### src/rtl/div_scheduler.sv
// Shared-divider scheduler: round-robin arbitration of two requesters onto a
// signed/unsigned iterative divider pair, with divide-by-zero bypass and busy timeout.
module div_scheduler #(
  parameter int unsigned WIDTH   = 32,
  parameter int unsigned TIMEOUT = 64
) (
  input  logic             i_clock,
  input  logic             i_reset,
  input  logic             i_req0,
  input  logic             i_req1,
  input  logic             i_sgn0,
  input  logic             i_sgn1,
  input  logic [WIDTH-1:0] i_a0,
  input  logic [WIDTH-1:0] i_a1,
  input  logic [WIDTH-1:0] i_b0,
  input  logic [WIDTH-1:0] i_b1,
  output logic             o_ack0,
  output logic             o_ack1,
  output logic             o_done0,
  output logic             o_done1,
  output logic [WIDTH-1:0] o_q_out,
  output logic [WIDTH-1:0] o_r_out,
  output logic             o_dz,
  output logic             o_err,
  output logic [WIDTH-1:0] o_div_dividend,
  output logic [WIDTH-1:0] o_div_divisor,
  output logic             o_div_start,
  output logic             o_divu_start,
  input  logic             i_div_busy,
  input  logic             i_divu_busy,
  input  logic [WIDTH-1:0] i_div_q,
  input  logic [WIDTH-1:0] i_div_r,
  input  logic [WIDTH-1:0] i_divu_q,
  input  logic [WIDTH-1:0] i_divu_r
);

  localparam int unsigned CW = $clog2(TIMEOUT + 1);

  typedef enum logic [2:0] {S_IDLE, S_START, S_WAIT_HI, S_WAIT_LO, S_RESP} state_t;

  state_t           r_state, w_state_nxt;
  logic             r_last_gnt, w_last_nxt;
  logic             r_owner, w_owner_nxt;
  logic             r_sgn, w_sgn_nxt;
  logic [CW-1:0]    r_cnt, w_cnt_nxt;
  logic [WIDTH-1:0] r_dividend, w_dividend_nxt;
  logic [WIDTH-1:0] r_divisor, w_divisor_nxt;
  logic [WIDTH-1:0] r_q_out, w_q_nxt;
  logic [WIDTH-1:0] r_r_out, w_r_nxt;
  logic             r_dz, w_dz_nxt;
  logic             r_err, w_err_nxt;
  logic             r_ack0, r_ack1, w_ack0_nxt, w_ack1_nxt;
  logic             r_done0, r_done1;
  logic             r_div_start, r_divu_start, w_div_start_nxt, w_divu_start_nxt;
  logic             w_fin;
  logic             w_gnt;
  logic             w_sel_busy;
  logic             w_timeout;
  logic             w_sgn_sel;
  logic [WIDTH-1:0] w_a_sel, w_b_sel, w_sel_q, w_sel_r;

  // Tie goes to the requester not served last
  assign w_gnt      = (i_req0 & i_req1) ? ~r_last_gnt : i_req1;
  assign w_a_sel    = w_gnt ? i_a1 : i_a0;
  assign w_b_sel    = w_gnt ? i_b1 : i_b0;
  assign w_sgn_sel  = w_gnt ? i_sgn1 : i_sgn0;
  assign w_sel_busy = r_sgn ? i_div_busy : i_divu_busy;
  assign w_sel_q    = r_sgn ? i_div_q : i_divu_q;
  assign w_sel_r    = r_sgn ? i_div_r : i_divu_r;
  assign w_timeout  = (r_cnt >= CW'(TIMEOUT - 1));

  always_ff @(posedge i_clock or negedge i_reset) begin
    if (!i_reset) r_state <= S_IDLE;
    else          r_state <= w_state_nxt;
  end

  // Next state plus next values of every registered output/datapath flop
  always_comb begin
    w_state_nxt      = r_state;
    w_last_nxt       = r_last_gnt;
    w_owner_nxt      = r_owner;
    w_sgn_nxt        = r_sgn;
    w_cnt_nxt        = r_cnt;
    w_dividend_nxt   = r_dividend;
    w_divisor_nxt    = r_divisor;
    w_q_nxt          = r_q_out;
    w_r_nxt          = r_r_out;
    w_dz_nxt         = r_dz;
    w_err_nxt        = r_err;
    w_ack0_nxt       = 1'b0;
    w_ack1_nxt       = 1'b0;
    w_div_start_nxt  = 1'b0;
    w_divu_start_nxt = 1'b0;
    w_fin            = 1'b0;
    case (r_state)
      S_IDLE: begin
        if (i_req0 | i_req1) begin
          w_owner_nxt      = w_gnt;
          w_last_nxt       = w_gnt;
          w_sgn_nxt        = w_sgn_sel;
          w_dividend_nxt   = w_a_sel;
          w_divisor_nxt    = w_b_sel;
          w_ack0_nxt       = ~w_gnt;
          w_ack1_nxt       = w_gnt;
          w_div_start_nxt  = (|w_b_sel) & w_sgn_sel;
          w_divu_start_nxt = (|w_b_sel) & ~w_sgn_sel;
          w_dz_nxt         = 1'b0;
          w_err_nxt        = 1'b0;
          w_state_nxt      = S_START;
        end
      end
      S_START: begin
        if (~|r_divisor) begin
          w_q_nxt     = '1;
          w_r_nxt     = r_dividend;
          w_dz_nxt    = 1'b1;
          w_fin       = 1'b1;
          w_state_nxt = S_RESP;
        end else begin
          w_cnt_nxt   = '0;
          w_state_nxt = S_WAIT_HI;
        end
      end
      S_WAIT_HI: begin
        w_cnt_nxt = r_cnt + CW'(1);
        if (w_timeout) begin
          w_q_nxt     = '0;
          w_r_nxt     = '0;
          w_err_nxt   = 1'b1;
          w_fin       = 1'b1;
          w_state_nxt = S_RESP;
        end else if (w_sel_busy) begin
          w_state_nxt = S_WAIT_LO;
        end
      end
      S_WAIT_LO: begin
        w_cnt_nxt = r_cnt + CW'(1);
        if (!w_sel_busy) begin
          w_q_nxt     = w_sel_q;
          w_r_nxt     = w_sel_r;
          w_fin       = 1'b1;
          w_state_nxt = S_RESP;
        end else if (w_timeout) begin
          w_q_nxt     = '0;
          w_r_nxt     = '0;
          w_err_nxt   = 1'b1;
          w_fin       = 1'b1;
          w_state_nxt = S_RESP;
        end
      end
      S_RESP:  w_state_nxt = S_IDLE;
      default: w_state_nxt = S_IDLE;
    endcase
  end

  always_ff @(posedge i_clock or negedge i_reset) begin
    if (!i_reset) begin
      r_last_gnt   <= 1'b1;
      r_owner      <= 1'b0;
      r_sgn        <= 1'b0;
      r_cnt        <= '0;
      r_dividend   <= '0;
      r_divisor    <= '0;
      r_q_out      <= '0;
      r_r_out      <= '0;
      r_dz         <= 1'b0;
      r_err        <= 1'b0;
      r_ack0       <= 1'b0;
      r_ack1       <= 1'b0;
      r_done0      <= 1'b0;
      r_done1      <= 1'b0;
      r_div_start  <= 1'b0;
      r_divu_start <= 1'b0;
    end else begin
      r_last_gnt   <= w_last_nxt;
      r_owner      <= w_owner_nxt;
      r_sgn        <= w_sgn_nxt;
      r_cnt        <= w_cnt_nxt;
      r_dividend   <= w_dividend_nxt;
      r_divisor    <= w_divisor_nxt;
      r_q_out      <= w_q_nxt;
      r_r_out      <= w_r_nxt;
      r_dz         <= w_dz_nxt;
      r_err        <= w_err_nxt;
      r_ack0       <= w_ack0_nxt;
      r_ack1       <= w_ack1_nxt;
      r_done0      <= w_fin & ~r_owner;
      r_done1      <= w_fin & r_owner;
      r_div_start  <= w_div_start_nxt;
      r_divu_start <= w_divu_start_nxt;
    end
  end

  assign o_ack0         = r_ack0;
  assign o_ack1         = r_ack1;
  assign o_done0        = r_done0;
  assign o_done1        = r_done1;
  assign o_q_out        = r_q_out;
  assign o_r_out        = r_r_out;
  assign o_dz           = r_dz;
  assign o_err          = r_err;
  assign o_div_dividend = r_dividend;
  assign o_div_divisor  = r_divisor;
  assign o_div_start    = r_div_start;
  assign o_divu_start   = r_divu_start;

endmodule

### config.mk
export PLATFORM = sky130hd
export DESIGN_NAME = div_scheduler
export DESIGN_NICKNAME = d
export VERILOG_FILES = /design/src/rtl/div_scheduler.sv
export SDC_FILE = /design/constraint.sdc
export NUM_CORES = 1
export LEC_CHECK = 0
export BUFFER_PORTS_ARGS = -buffer_cell sky130_fd_sc_hd__buf_4
export CORE_UTILIZATION = 30
export CTS_CLUSTER_SIZE = 24
export DETAILED_ROUTE_END_ITERATION = 7
export GPL_TIMING_DRIVEN = 1
export SLEW_MARGIN = 30
export SYNTH_ARGS = -nofsm -noshare
export SYNTH_HDL_FRONTEND = slang
export SYNTH_SLANG_ARGS = --single-unit
### constraint.sdc
create_clock -name i_clock -period 1.7 [get_ports i_clock]
set_input_delay 0.34 -clock i_clock [delete_from_list [all_inputs] [get_ports i_clock]]
set_output_delay 0.34 -clock i_clock [all_outputs]
set_load 0.02 [all_outputs]
==> flow_metrics.py <==
metrics = {
    "yosys": {
        "post-synth-top-count-cell": "dfrtp_1",
        "async_flop_share_pct": 100.0,
        "synthFlopType": "dfrtp_1",
        "postSynthAreaPerCell_sq_um": 10.29,
        "ys_top_cells_by_count": "148 x dfrtp_1, 105 x nand2_1, 64 x mux2_2, 39 x nor2_1, 38 x nand4_1",
        "yosys_warnings": 0,
        "synth_top_area_share_pct": 49.31,
        "yosys-top-cells-area": "dfrtp_1 49%, mux2_2 9.6%, nand2_1 5.2%, a221o_1 4.3%, a22o_1 3.6%",
        "ys_ff_latch": 149,
        "synth-edff-count": 0,
        "synth_nets": 995,
        "ys_seq_area_share_pct": 49.66,
        "netlist_instances": 730,
        "ys_types": 48,
        "synth_area_sq_mm": 0.007511,
        "synth_top_area_cell": "dfrtp_1",
    },
    "worst_setup_path": {
        "rr_worst_depth": 7,
        "r2r_end": "o_r_out[25]$_DFFE_PN0P_",
        "critPathCapture": "o_r_out[25]$_DFFE_PN0P_",
        "endpoint_kind": "register",
        "cp-start-kind": "register",
        "reg2reg_slack_ns": -0.06,
        "arrival_ns": 2.05,
        "cp-startpoint": "o_div_divisor[26]$_DFFE_PN0P_",
        "cp.required_ns": 1.99,
        "crit_fanout": 15,
        "reg2reg_from": "o_div_divisor[26]$_DFFE_PN0P_",
        "criticalPathCategory": "register to register",
    },
    "final_layout": {
        "fin_nets": 1432,
        "antenna_cells": 0,
        "drive_above_1_share_pct": 53.73,
        "area_growth_pct": 64.25,
    },
    "run_status": {
        "status": "finished with violations",
        "failed_checks": "negative setup slack",
    },
    "power_and_ir_drop": {
        "fin_total_pwr_mw": 22.26,
        "irDropWorstVdd_mv": 0.7622,
        "p_per_area_mw_per_mm2": 1804,
        "leakagePower_nw": 5.964,
    },
    "floorplan": {
        "core_area_sq_mm": 0.02446,
        "rows": 57,
        "die_w_um": 160.2,
        "ios": 400,
        "start_util_pct": 30.70,
        "die_y_um": 160.2,
        "die_area_sq_mm": 0.02567,
    },
    "routing": {
        "drtIter0Drc": 482,
        "wl_per_cell_um": 19.16,
        "postRouteAntennaNets": 0,
        "drtPass1Iterations": 5,
        "drc_errors": 0,
        "drt_wl_total_um": 28820,
        "vias": 7695,
        "routed_via_density": 5.116,
    },
    "global_routing": {
        "antenna_found_initial": 0,
        "grt_pass1_wl_um": 43630,
        "track_usage_pct": 22.06,
        "overflow": 0,
        "grt_pass1_vias": 7644,
        "grt_start_max_net_pins": 57,
    },
    "clock_tree": {
        "clk_latency_ns": 0.42,
        "cts.sinks": 149,
        "cts_buffers": 17,
        "htree_levels": 4,
        "clkTransAtPathRegs_ns": 0.07,
        "clockRootBuffer": "clkbuf_16",
        "cts_tree": "done",
        "cts_buffer_depth": 2,
    },
    "place": {
        "hpwlAfterDp_um": 21700,
        "gp_congestion": 0.8535,
        "port_buffers": 399,
    },
    "timing": {
        "hold-worst-slack_ns": 0.1114,
        "fin_ws_ns": -0.05624,
        "period_needed_ns": 1.756,
        "setup_viol": 61,
        "slew_violations": 0,
        "period_share_pct": 103.3,
        "hold_violations": 0,
        "fin_skew_ns": 0.01022,
        "max_freq_mhz": 569.4,
        "setup_tns_ns": -1.688,
        "slew-limit-headroom_pct": 74.83,
        "rsz0062_at_grt": "true",
        "tightestPinTransition_ns": 0.3776,
    },
    "flow_run": {
        "cap_violations": 0,
    },
    "min_path": {
        "hold_path.class": "input port to register",
    },
}
==> critical path, stage by stage, from the launching register on <==
cell and delay [ns]:
dfrtp_2 0.41, nor4_2 0.26, buf_4 0.15, and4_1 0.20, and3_4 0.22, buf_12 0.13, buf_12 0.14, o311ai_1 0.11
==> per-stage QoR <==
stage	utilization, %	setup WS (ns)	instances	cell area [sq um]
detailed placement	46.84	-0.1684	1462	11460
global placement	46.84	-0.1960	1462	11460
floorplan	-	0.004572	730	7566
global route	50.43	-0.1252	1504	12340
finish	50.43	-0.05624	1504	12340
CTS	50.19	-0.1155	1502	12280
==> sequential cells by signal, summed over array words and instances, names as in the netlist <==
register	flops
o_dz	1
o_div_divisor	32
o_ack1	1
r_cnt	7
r_last_gnt	1
o_q_out	32
o_div_start	1
o_ack0	1
o_err	1
o_r_out	32
o_div_dividend	32
o_done0	1
o_divu_start	1
r_state	3
r_sgn	1
o_done1	1
r_owner	1
==> metal layers <==
layer,vias to the layer above,wire [um],global-route usage [%]
li1,3610,-,-
met1,3732,11830,27.20
met2,327,14730,39.03
met3,26,1865,4.727
met4,0,400,5.368
met5,-,0,0
==> worst min path at each step <==
stage	end	from	depth (start not counted)
global placement	o_div_dividend[10]$_DFFE_PN0P_	i_reset	1
global route	o_div_dividend[24]$_DFFE_PN0P_	i_a0[24]	2
floorplan	o_ack0$_DFF_PN0_	i_reset	0
finish	o_div_dividend[18]$_DFFE_PN0P_	i_a0[18]	2
CTS	o_div_dividend[18]$_DFFE_PN0P_	i_a0[18]	2
detailed placement	o_div_dividend[10]$_DFFE_PN0P_	i_reset	1
==> power by group <==
part	internal [mW]	switching (mW)	leakage (nW)
sequential	5.29	1.34	1.79
combinational	5.65	5.87	3.88
clock	2.49	1.62	0.297
==> layout by cell type (no fill, tap or decap), drive strengths merged, types with 2 or more instances in the layout <==
cell,n
nor4,25
a31oi,34
a21boi,2
or3b,2
clkinvlp,3
mux2i,2
inv,37
o21a,2
clkbuf,20
a22o,31
a21o,34
nor3,4
and3,3
o21bai,2
nand2b,2
o22a,3
nor2,39
bufinv,4
o21ai,5
and4,4
nand2,105
o311ai,32
nand4,38
mux2,64
buf,482
a21oi,6
clkinv,2
a221o,32
dfrtp,148
==> what timing repair did <==
item / CTS / global route
cloned: 2 / 1
setup endpoints to repair: 94 / 80
hold buffers: 1 / 0
endpoints found under the hold margin: 27 / 0
resized for setup: 16 / 10
pin swaps: 10 / 4
buffers inserted: 5 / 4
==> kinds of logic after synthesis <==
| logic type | Yosys count | synth area share (%) |
|---|---|---|
| AO/OA/AOI/OAI | 186 | 20.02 |
| XOR/XNOR | 1 | 0.1166 |
| adder cells (fa/ha/maj) | 1 | 0.1666 |
| buffers and inverters | 99 | 5.647 |
| flip-flops | 149 | 49.66 |
| multiplexers | 66 | 9.862 |
| AND/OR/NAND/NOR | 228 | 14.53 |
==> area by class of cell <==
class / count / area, sq um
sequential: 149 / 3770
multi-input combinational: 482 / 3481
timing repair buffer: 484 / 3926
inverter: 33 / 123.9
fill: 2324 / 12130
tap: 324 / 405.4
clock inverter: 13 / 197.7
clock buffer: 19 / 432.9
Note: power is estimated with default switching activity, not from simulation.
